[src/rtl/rr_onehot_arbiter.sv]
`default_nettype none
// ============================================================================
// Module      : rr_onehot_arbiter
// Description : Round-robin arbiter for a shared resource. Issues a registered
//               grant in both one-hot and binary-index form, with a
//               valid/ready handshake, multi-beat lock and rotating priority.
// Ports       : clk          - system clock, rising edge
//               rst          - asynchronous active-high reset
//               req_i        - request vector, bit i = requester i
//               lock_i       - hold the current grant for another beat on accept
//               gnt_ready_i  - consumer accepts the presented grant
//               gnt_valid_o  - a grant is being presented
//               gnt_onehot_o - one-hot grant (zero when not valid)
//               gnt_index_o  - binary index of the grant (zero when not valid)
//               ptr_o        - current round-robin priority pointer
// Revision    : 1.0 - initial release
// ============================================================================
module rr_onehot_arbiter #(
  parameter int WIDTH     = 4,
  parameter int IDXW      = $clog2(WIDTH),
  parameter int BACK2BACK = 1
) (
  input  logic             clk,
  input  logic             rst,
  input  logic [WIDTH-1:0] req_i,
  input  logic             lock_i,
  input  logic             gnt_ready_i,
  output logic             gnt_valid_o,
  output logic [WIDTH-1:0] gnt_onehot_o,
  output logic [IDXW-1:0]  gnt_index_o,
  output logic [IDXW-1:0]  ptr_o
);

  localparam logic [0:0] S_IDLE  = 1'b0;
  localparam logic [0:0] S_GRANT = 1'b1;

  logic [0:0]       state_q,  state_d;
  logic             valid_q,  valid_d;
  logic [WIDTH-1:0] onehot_q, onehot_d;
  logic [IDXW-1:0]  index_q,  index_d;
  logic [IDXW-1:0]  ptr_q,    ptr_d;

  logic             w_any_req;
  logic [IDXW-1:0]  w_ptr_inc;
  logic [IDXW-1:0]  w_arb_ptr;
  logic             w_found;
  logic [IDXW-1:0]  w_win_idx;
  logic [WIDTH-1:0] w_win_onehot;
  logic             w_accept;

  assign w_any_req = |req_i;
  assign w_accept  = valid_q & gnt_ready_i;

  // Pointer advance wraps at WIDTH, not 2^IDXW, so non-power-of-two sizes
  // never produce an out-of-range index.
  assign w_ptr_inc = (index_q == IDXW'(WIDTH - 1)) ? '0 : index_q + 1'b1;

  // While a grant is up, the only time the winner is consumed is on an
  // unlocked accept, where the pointer is about to become w_ptr_inc. Using
  // that value here makes the just-served requester lowest priority for a
  // back-to-back arbitration.
  assign w_arb_ptr = (state_q == S_GRANT) ? w_ptr_inc : ptr_q;

  // Circular scan starting at w_arb_ptr; first set bit wins.
  always_comb begin
    int pos;
    w_found   = 1'b0;
    w_win_idx = '0;
    pos       = 0;
    for (int k = 0; k < WIDTH; k++) begin
      pos = int'(w_arb_ptr) + k;
      if (pos >= WIDTH) begin
        pos = pos - WIDTH;
      end
      if (!w_found && req_i[pos[IDXW-1:0]]) begin
        w_found   = 1'b1;
        w_win_idx = IDXW'(pos);
      end
    end
  end

  // Binary-to-one-hot conversion of the winner.
  for (genvar g = 0; g < WIDTH; g++) begin : g_onehot
    assign w_win_onehot[g] = w_found && (w_win_idx == IDXW'(g));
  end

  always_comb begin
    state_d  = state_q;
    valid_d  = valid_q;
    onehot_d = onehot_q;
    index_d  = index_q;
    ptr_d    = ptr_q;
    case (state_q)
      S_IDLE: begin
        if (w_any_req) begin
          state_d  = S_GRANT;
          valid_d  = 1'b1;
          onehot_d = w_win_onehot;
          index_d  = w_win_idx;
        end
      end
      S_GRANT: begin
        // Lock holds the grant even if its request has dropped.
        if (w_accept && !lock_i) begin
          ptr_d = w_ptr_inc;
          if ((BACK2BACK != 0) && w_any_req) begin
            onehot_d = w_win_onehot;
            index_d  = w_win_idx;
          end else begin
            state_d  = S_IDLE;
            valid_d  = 1'b0;
            onehot_d = '0;
            index_d  = '0;
          end
        end
      end
      default: begin
        state_d  = S_IDLE;
        valid_d  = 1'b0;
        onehot_d = '0;
        index_d  = '0;
      end
    endcase
  end

  always_ff @(posedge clk or posedge rst) begin
    if (rst) begin
      state_q  <= S_IDLE;
      valid_q  <= 1'b0;
      onehot_q <= '0;
      index_q  <= '0;
      ptr_q    <= '0;
    end else begin
      state_q  <= state_d;
      valid_q  <= valid_d;
      onehot_q <= onehot_d;
      index_q  <= index_d;
      ptr_q    <= ptr_d;
    end
  end

  assign gnt_valid_o  = valid_q;
  assign gnt_onehot_o = onehot_q;
  assign gnt_index_o  = index_q;
  assign ptr_o        = ptr_q;

endmodule
`default_nettype wire

[config.mk]
export PLATFORM = sky130hd
export DESIGN_NAME = rr_onehot_arbiter
export DESIGN_NICKNAME = d
export VERILOG_FILES = /design/src/rtl/rr_onehot_arbiter.sv
export SDC_FILE = /design/constraint.sdc
export NUM_CORES = 1
export LEC_CHECK = 0
export CAP_MARGIN = 20
export CORE_AREA = 2 2 39 41
export CTS_BUF_LIST = sky130_fd_sc_hd__clkbuf_4
export DETAILED_ROUTE_END_ITERATION = 7
export DIE_AREA = 0 0 41 43
export DONT_BUFFER_PORTS = 1
export GPL_TIMING_DRIVEN = 0
export MAX_ROUTING_LAYER = met4
export SKIP_LAST_GASP = 1
export SYNTH_ARGS = -nofsm -noshare
export SYNTH_HDL_FRONTEND = slang
export SYNTH_SLANG_ARGS = --single-unit
[constraint.sdc]
create_clock -name clk -period 1.74 [get_ports clk]
set_input_delay 0.522 -clock clk [delete_from_list [all_inputs] [get_ports clk]]
set_output_delay 0.522 -clock clk [all_outputs]
set_load 0.02 [all_outputs]
* Yosys cells after proc, flatten, opt, wreduce, memory -nomap -nowiden
Index checks and enable logic that the tools add are counted.
** Operators by class
- Multiplexer cells :: 37
- Equal/unequal tests :: 7
- $add $sub $neg :: 8
- Order comparisons :: 8
- Bitwise gates (word level) :: 2
- Reduce and logical (&&, ||, !) cells :: 17
** Operators with widths (number)
- 2-bit two-way mux :: 13
- 1-bit two-way mux :: 13
- 2-bit by 3-bit < comparator with 1-bit output, second input constant :: 4
- 4-bit two-way mux :: 3
- 3-bit greater-or-equal comparator, second input constant :: 3
- 1-bit binary-select mux with 2-bit select :: 4
- 1-bit logical AND :: 8
- 4-bit case mux with 2 select lines :: 1
- 2-bit by 1-bit subtractor with 2-bit output, second input constant :: 4
- 2-bit by 2-bit adder with 3-bit output, second input constant :: 2
- 2-bit == test, second input constant :: 3
- 1-bit zero test :: 4
- 2-bit inequality test, second input constant :: 2
- 1-bit case mux with 2 select lines :: 2
- 2-bit case mux with 2 select lines :: 1
- 2-bit AND reduction :: 2
- 4-bit OR reduction :: 1
- 2-bit by 1-bit adder with 3-bit output, second input constant :: 1
- 2-bit by 3-bit greater-or-equal comparator with 1-bit output, second input constant :: 1
- 3-bit AND reduction :: 1
- 2-bit by 1-bit adder with 2-bit output, second input constant :: 1
- 2-bit by 1-bit == test with 1-bit output, second input constant :: 1
- 2-bit zero test :: 1
- 2-bit by 1-bit inequality test with 1-bit output, second input constant :: 1
- 2 further kinds :: 2
** Word-level totals
- Output and inout bits :: 9
- Flip-flop bits (word level) :: 10
- Bits of input ports :: 8

* Longest topological paths before layout
Gate-level depths: netlist of the first run.
- Word-level depth :: 22
- Depth in mapped cells :: 6

* Least setup slack after synthesis of the first run
Ideal clock, no wire load.
- Path type :: reg2reg
- From :: register index_q[0] (netlist: gnt_index_o[0])
- To :: register onehot_q[2] (netlist: gnt_onehot_o[2])
- Period minus slack after synthesis :: 1848 ps
- Arrival :: 1726 ps
- Setup slack :: -108 ps
- Buffers on the path :: 0
- Cell stages (with the launch flop) :: 7
- Cell sequence :: dfrtp_1 -> ha_1 -> or3b_4 -> a21oi_2 -> o21ai_1 -> and3b_4 -> a32o_1
** On the way
- Longest elaborated chain between the ends :: 22
- Elaborated cells on any way between the ends :: 47
** Ends and longest elaborated chain
- start, declared :: line 40 : logic [IDXW-1:0] index_q, index_d;
- start signal, assigned :: line 137 : index_q <= index_d;
- 2-bit by 1-bit adder with 2-bit output or 2-bit == test (tied branches) :: line 56 : assign w_ptr_inc = (index_q == IDXW'(WIDTH - 1)) ? '0 : index_q + 1'b1;
- 2-bit two-way mux * :: line 56
- 2-bit two-way mux * :: line 62 : assign w_arb_ptr = (state_q == S_GRANT) ? w_ptr_inc : ptr_q;
- parallel branches: the longest is 15 deep, another holds 2-bit by 1-bit adder with 3-bit output
- 1-bit logical AND * :: line 84 : assign w_win_onehot[g] = w_found && (w_win_idx == IDXW'(g));
- 4-bit two-way mux :: line 106 : if ((BACK2BACK != 0) && w_any_req) begin
- 4-bit two-way mux :: line 104 : if (w_accept && !lock_i) begin
- 4-bit case mux with 2 select lines * :: line 93 : case (state_q)
- end signal, assigned :: line 136 : onehot_q <= onehot_d;
- end, declared :: line 39 : logic [WIDTH-1:0] onehot_q, onehot_d;
Every way passes the cells marked *. The select of a mux whose other input is x is not followed.
A chain may end at the register's enable or synchronous reset.

* Worst setup path in the final report of the first run
Ends and elaborated chain as after synthesis.

==> impl_metrics.tcl, run 1 <==
set metrics [dict create \
    finalWorstSetupSlack_ns -0.06981 \
    die-area_sq_um 1763 \
    pre_cts_slack_ns -0.09074 \
    synthesis.nets 69 \
    rr_worst_depth 6 \
    syn_avg_cell_area_sq_um 9.947 \
    initial_utilization 0.4313 \
    cp_slowest_cell "dfrtp_2" \
    status "complete, but fails checks" \
    reg2reg_slack_ns -0.07 \
    wl_per_cell_microns 14.78 \
    slew_viol_final 0 \
    placementRows 14 \
    numCtsBuffers 3 \
    skew_ns 0.01255 \
    path_cells "ha_4 -> or3b_4 -> a21oi_2 -> o21ai_1 -> and3b_4 -> a32o_1" \
    finalCritPeriodShare 1.040 \
    grt_max_degree 11 \
    fillers 129 \
    yosys.cell_types.count 28 \
    drv_cap 0 \
    place_area_sq_um 631.9 \
    htreeDepth 1 \
    drc 0 \
    synthTopCellsByArea "dfrtp_1 42%, nand2_1 5.7%, nor2_1 3.8%" \
    nets 75 \
    instances_no_fill 81 \
    crit_arrival_ns 1.98 \
    tightest_slew_ns 0.4684 \
    synth.top_cell.area_share 0.4193 \
    ys_ff_latch 10 \
    max_freq_mhz 552.5 \
    grt_pass1_vias 428 \
    drtPass1Iterations 3 \
    start_kind "register" \
    drive_above_1_share 0.2923 \
    num_vias 462 \
    diodes 0 \
    hold_viol_final 0 \
    leakagePower_nw 0.3023 \
    portBuffers 0 \
    violations "setup timing" \
    antenna_found_initial 0 \
    syn_inst 60 \
    synth-main-ff-cell "dfrtp_1" \
    ys_seq_area_frac 0.4193 \
    crit_type "register to register" \
    cts_buffer_depth 2 \
    setup_tns_ns -0.2264 \
    antenna_left 0 \
    dp_cells 76 \
    cp_max_fo 6 \
    holdWs_ns 0.1016 \
    setup_viol 5 \
    slew_headroom 0.6852 \
    synth_largest_area_cell "dfrtp_1" \
    synth_area_sq_um 596.8 \
    dieWidth_microns 41 \
    clkLatencyLatePin_ns 0.28 \
    grt_pass1_wl_mm 1.938 \
    seqCellArea_sq_um 252.7 \
    first_iter_violations 4 \
    finalPower_mw 1.331 \
    dp_hpwl_microns 879.5 \
    via_per_inst 5.704 \
    clk_pin_slew_worst_paths_ns 0.08 \
    p_per_area_nw_per_um2 1883 \
    core-area_sq_um 1384 \
    cts_tree "built" \
    min_path_type "input pin to async pin" \
    synth-edff-count 0 \
    rsz0062_at_grt "true" \
    multi_input_area_sq_um 369.1 \
    die_h_microns 43 \
    finalInstanceArea_sq_um 706.9 \
    worst_path_largest_cell_delay_ns 0.50 \
    io_pins 17 \
    critPathRequiredTime_ns 1.91 \
    async_flop_share 1.000 \
    fin_crit_ns 1.810 \
    wl_mm 1.197 \
    vdd_ir_drop_max_uv 633.6 \
    grt-ovfl-total 0 \
    end_kind "register" \
    yosys_warnings 0 \
    track_usage 0.1736 \
    area_growth_pct 18.45 \
    root_buffer "clkbuf_4" \
    clock_sinks 10 \
    fin_util 0.5109 \
    gp_congestion 0.7234 \
]
-- what timing repair did --
item | CTS | global route
pin swaps | 3 | 5
setup endpoints to repair | 6 | 6
gates cloned | 0 | 0
hold buffers | 0 | 0
setup buffers | 1 | 0
hold endpoints to repair | 0 | 0
gates resized for setup | 3 | 2
-- per-layer routing --
metal  up-vias  routed length, microns  share of wire  GRT usage
li1        229                       -              -          -
met1       216                     550           0.46     0.2407
met2        15                     546           0.46     0.2219
met3         2                      83          0.069    0.04712
met4         0                      17          0.014     0.1000
met5         -                       0              0          -
-- worst paths after layout --
path | end | startpoint
max | gnt_onehot_o[2] | gnt_index_o[0]
min | gnt_onehot_o[3] | rst
max reg2reg | gnt_onehot_o[2] | gnt_index_o[0]
min reg2reg | gnt_onehot_o[0] | gnt_onehot_o[0]
max in group asynchronous | gnt_index_o[0] | rst
min in group clk | state_q | req_i[0]
-- power by group --
group | internal, mW | switching, mW
clock | 0.0831 | 0.0888
combinational | 0.342 | 0.274
sequential | 0.327 | 0.216
-- worst max-delay path: cells and delay by family (launching register included) --
kind | cells | cell delay, ns
fa+ha+maj | 1 | 0.20
flops | 1 | 0.50
simple gates | 2 | 0.60
compound gates | 3 | 0.41
-- flip-flops by register name, summed over array words and instances (netlist names) --
name,flops
state_q,1
ptr_o,2
gnt_onehot_o,4
gnt_valid_o,1
gnt_index_o,2
-- kinds of logic (layout without fill, tap and decap cells) --
group	after synthesis	after routing	share of synthesized area
and+or+nand+nor	29	29	0.2851
AOI/OAI and AO/OA	14	14	0.1845
DFF	10	10	0.4193
muxes	3	3	0.05869
buffers and inverters	3	8	0.03145
adders and majority gates	1	1	0.02096
-- cells in the final DEF, fill, tap and decap left out, drive strengths merged, types with 2 or more instances in the layout --
cell type  count
clkbuf         3
nand2          9
a21oi          4
o21ai          3
o31ai          2
dfrtp         10
buf            2
nand4          3
nor2           6
inv            2
mux2i          2
a22o           2
nor2b          3
nand2b         2
-- cell usage after synthesis, types with 2 or more instances --
cell and n:
a21oi_1 3, o21ai_1 2, nor2b_1 3, nand2_1 9, a22o_1 2, mux2i_1 2
nand4_1 2, nor2_1 6, nand2b_1 2, dfrtp_1 10, inv_1 2
-- final cells by class --
type,instances,area share
inverters,2,0.01062
multi-input cells,47,0.5221
repair buffers,1,0.02832
well taps,16,0.02832
flip-flops and latches,10,0.3575
plain buffers,1,0.01593
clock inverters,1,0.005310
clock buffers,3,0.03186
Note: power is estimated with default switching activity, not from simulation.
==> run 2, diff against run 1 <==
--- a/config.mk
+++ b/config.mk
@@ -11,7 +11,6 @@
 export DETAILED_ROUTE_END_ITERATION = 7
 export DIE_AREA = 0 0 41 43
 export DONT_BUFFER_PORTS = 1
-export GPL_TIMING_DRIVEN = 0
 export MAX_ROUTING_LAYER = met4
 export SKIP_LAST_GASP = 1
 export SYNTH_ARGS = -nofsm -noshare
==> impl_metrics.tcl, run 2 (same netlist as run 1, synthesis figures left out) <==
set metrics [dict create \
    status "finished, final reports clean" \
    cts_tree "built" \
    max_freq_mhz 578.6 \
    finalInstanceArea_sq_um 738.2 \
    grt-ovfl-total 0 \
    portBuffers 0 \
    area_growth_pct 23.69 \
    slew_headroom 0.7341 \
    fillers 133 \
    start_kind "register" \
    cts.hold.buffers_added 0 \
    drtPass1Iterations 4 \
    largest_register_ffs 4 \
    crit_type "register to register" \
    tightest_slew_ns 0.3984 \
    instances_no_fill 90 \
    dieWidth_microns 41 \
    fin_crit_ns 1.728 \
    cts_buffer_depth 2 \
    p_per_area_nw_per_um2 1814 \
    multi_input_area_sq_um 345.3 \
    finalWorstSetupSlack_ns 0.01179 \
    cp_max_fo 5 \
    pre_cts_slack_ns -0.002920 \
    critPathRequiredTime_ns 1.89 \
    vdd_ir_drop_max_uv 779.3 \
    end_kind "register" \
    holdWs_ns 0.1276 \
    rsz0062_at_grt "true" \
    dp_cells 85 \
    via_per_inst 5.333 \
    initial_utilization 0.4313 \
    clkLatencyLatePin_ns 0.26 \
    setup_viol 0 \
    die_h_microns 43 \
    skew_ns 0.001541 \
    core-area_sq_um 1384 \
    clock_sinks 10 \
    place_area_sq_um 695.7 \
    grt_pass1_vias 483 \
    finalPower_mw 1.339 \
    first_iter_violations 9 \
    drc 0 \
    numCtsBuffers 3 \
    io_pins 17 \
    slew_viol_final 0 \
    dp_hpwl_microns 991.2 \
    final_common_cell "buf_4" \
    most-common-layout-cells "11 x buf_4, 9 x nand2_1, 8 x dfrtp_1" \
    min_path_type "input pin to async pin" \
    setup_tns_ns 0 \
    num_vias 480 \
    fin_util 0.5335 \
    wl_mm 1.263 \
    htreeDepth 1 \
    wl_per_cell_microns 14.03 \
    leakagePower_nw 0.3422 \
    placementRows 14 \
    gp_congestion 0.7672 \
    root_buffer "clkbuf_4" \
    grt_max_degree 11 \
    diodes 0 \
    hold_viol_final 0 \
    drive_above_1_share 0.3649 \
    nets 84 \
    antenna_found_initial 0 \
    track_usage 0.1757 \
    clk_pin_slew_worst_paths_ns 0.07 \
    grt_pass1_wl_mm 2.001 \
    finalCritPeriodShare 0.9932 \
    die-area_sq_um 1763 \
    antenna_left 0 \
    drv_cap 0 \
    crit_arrival_ns 1.88 \
    seqCellArea_sq_um 252.7 \
]
[run 2: cell count changes in the layout (fill, tap and decap cells not counted), sizes merged]
cell,delta
clkinv,-1
buf,+9
clkbuf,+1
[run 2: final timing paths]
check,slack (ns),to,depth (start not counted),from
min in group clk,0.50,state_q,3,req_i[0]
max,0.01,gnt_onehot_o[2],6,gnt_index_o[0]
min,0.13,gnt_onehot_o[3],1,rst
max reg2reg,0.01,gnt_onehot_o[2],6,gnt_index_o[0]
max in group asynchronous,1.31,gnt_index_o[1],1,rst
min reg2reg,0.62,gnt_onehot_o[0],2,gnt_onehot_o[0]
[run 2: layout make-up]
type / instances / area share
Multi-Input combinational cell: 47 / 0.4678
Tap cell: 16 / 0.02712
Inverter: 2 / 0.01017
Sequential cell: 10 / 0.3424
Clock buffer: 4 / 0.04068
Timing Repair Buffer: 11 / 0.1119
[run 2: report_power, final]
part / switching (mW) / total (mW) / internal [mW]
combinational: 0.320 / 0.677 / 0.357
sequential: 0.151 / 0.479 / 0.328
clock: 0.0796 / 0.184 / 0.104
[run 2: worst max-delay path: stages, from the launching register on]
cell and delay (ns):
dfrtp_2 0.44, ha_4 0.17, or3b_4 0.38, a21oi_2 0.12
o21ai_1 0.07, and3b_4 0.22, a32o_1 0.22
[run 2: repair_timing]
action,4_1_cts,5_1_grt
gates resized for setup,0,1
setup endpoints to repair,2,5
pin swaps,2,1
setup buffers,0,1
[run 2: per-layer routing]
| metal | vias to the layer above | global-route usage | wire length [microns] |
|---|---|---|---|
| met2 | 14 | 0.2500 | 597 |
| met4 | 0 | 0.08000 | 0 |
| met1 | 224 | 0.2237 | 583 |
| met3 | 0 | 0.05236 | 81 |
| li1 | 242 | - | - |
| met5 | - | - | 0 |
==> run 3, diff against run 2 <==
--- a/config.mk
+++ b/config.mk
@@ -5,11 +5,11 @@
 export SDC_FILE = /design/constraint.sdc
 export NUM_CORES = 1
 export LEC_CHECK = 0
+export ABC_CLOCK_PERIOD_IN_PS = 1740
 export CAP_MARGIN = 20
-export CORE_AREA = 2 2 39 41
+export CORE_UTILIZATION = 40
 export CTS_BUF_LIST = sky130_fd_sc_hd__clkbuf_4
 export DETAILED_ROUTE_END_ITERATION = 7
-export DIE_AREA = 0 0 41 43
 export DONT_BUFFER_PORTS = 1
 export MAX_ROUTING_LAYER = met4
 export SKIP_LAST_GASP = 1
==> impl_metrics.tcl, run 3 (same netlist as run 1, synthesis figures left out) <==
set metrics [dict create \
    critPathRequiredTime_ns 1.90 \
    clk_pin_slew_worst_paths_ns 0.07 \
    drv_cap 0 \
    root_buffer "clkbuf_4" \
    placementRows 13 \
    min_path_type "input pin to async pin" \
    numCtsBuffers 3 \
    setup_tns_ns -0.004009 \
    drt-met1-wl_microns 585 \
    fillers 121 \
    max_freq_mhz 573.4 \
    initial_utilization 0.4421 \
    fin_crit_ns 1.744 \
    gp_congestion 0.7178 \
    io_pins 17 \
    skew_ns 0.005748 \
    finalPower_mw 1.336 \
    track_usage 0.1871 \
    p_per_area_nw_per_um2 1819 \
    leakagePower_nw 0.3265 \
    dieWidth_microns 40.63 \
    wl_per_cell_microns 14.90 \
    die_h_microns 40.63 \
    grt-ovfl-total 0 \
    die-area_sq_um 1650 \
    most-common-layout-cells "9 x nand2_1, 8 x dfrtp_1, 8 x buf_4" \
    core-area_sq_um 1350 \
    cts_buffer_depth 2 \
    place_area_sq_um 671.9 \
    htreeDepth 1 \
    holdWs_ns 0.1186 \
    drive_above_1_share 0.3521 \
    rsz0062_at_grt "true" \
    drtPass1Iterations 4 \
    finalWorstSetupSlack_ns -0.004009 \
    grt_max_degree 11 \
    violations "setup timing" \
    dr_wl_met2_microns 604 \
    dr_wl_met3_microns 68 \
    crit_arrival_ns 1.90 \
    setup_viol 1 \
    dr.max_layer_used "met4" \
    clock_sinks 10 \
    cts_tree "built" \
    vdd_ir_drop_max_uv 815.3 \
    wl_mm 1.281 \
    hold_viol_final 0 \
    dp_hpwl_mm 1.003 \
    drc 0 \
    antenna_left 0 \
    start_kind "register" \
    via_per_inst 5.884 \
    end_kind "register" \
    cp_max_fo 5 \
    crit_type "register to register" \
    grt_pass1_wl_mm 1.911 \
    first_iter_violations 11 \
    multi_input_area_sq_um 369.1 \
    antenna_found_initial 0 \
    grt_pass1_vias 466 \
    slew_viol_final 0 \
    seqCellArea_sq_um 252.7 \
    largest_register_ffs 4 \
    clkLatencyLatePin_ns 0.26 \
    area_growth_pct 23.06 \
    tightest_slew_ns 0.3945 \
    diodes 0 \
    nets 81 \
    num_vias 506 \
    final_common_cell "nand2_1" \
    finalCritPeriodShare 1.002 \
    status "complete, but fails checks" \
    portBuffers 0 \
    slew_headroom 0.7360 \
    finalInstanceArea_sq_um 734.5 \
]
run 3: metal layers:
metal | vias to the layer above | track usage
li1 | 238 | -
met3 | 4 | 0.05978
met2 | 17 | 0.2937
met5 | - | -
met4 | 0 | 0.09167
met1 | 247 | 0.2143
run 3: final timing paths:
path	cells past startpoint	slack (ns)	to	start
hold reg to reg	1	0.57	gnt_index_o[0]	gnt_index_o[0]
max in group asynchronous	1	1.31	gnt_index_o[1]	rst
hold / removal	1	0.12	gnt_valid_o	rst
setup reg to reg	6	-0.004	gnt_onehot_o[2]	gnt_index_o[0]
min in group clk	3	0.51	state_q	req_i[0]
setup / recovery	6	-0.004	gnt_onehot_o[2]	gnt_index_o[0]
run 3: timing repair:
item / in CTS / in global routing
endpoints found under the hold margin: 0 / 0
gates resized for setup: 0 / 5
hold buffers: 0 / 0
pin swaps: 2 / 1
gates cloned: 0 / 0
setup endpoints to repair: 4 / 5
setup buffers: 1 / 0
run 3: area by class of cell:
cell class / count / area share
flip-flops and latches: 10 / 0.3441
clock buffers: 3 / 0.03066
multi-input cells: 47 / 0.5026
inverters: 2 / 0.01022
well taps: 15 / 0.02555
repair buffers: 8 / 0.08177
clock inverters: 1 / 0.005111
run 3: where the power goes:
part	total [mW]	internal (mW)	switching, mW	leakage [nW]
logic	0.706	0.358	0.348	0.192
registers	0.465	0.328	0.137	0.119
clock network	0.165	0.0828	0.0819	0.0154
run 3: per-stage QoR:
stage                       util  setup slack [ns]  cells
after floorplan                -          -0.01189     60
after global placement    0.4977          -0.01815     81
after detailed placement  0.4977          -0.02428     81
after CTS                 0.5227         -0.002021     86
after global routing      0.5440          -0.04666     86
final                     0.5440         -0.004009     86
run 3: worst max-delay path, stage by stage, from the launching register on:
cell	delay (ns)
dfrtp_2	0.45
ha_4	0.18
or3b_4	0.39
a21oi_2	0.12
o21ai_1	0.07
and3b_4	0.21
a32o_1	0.21
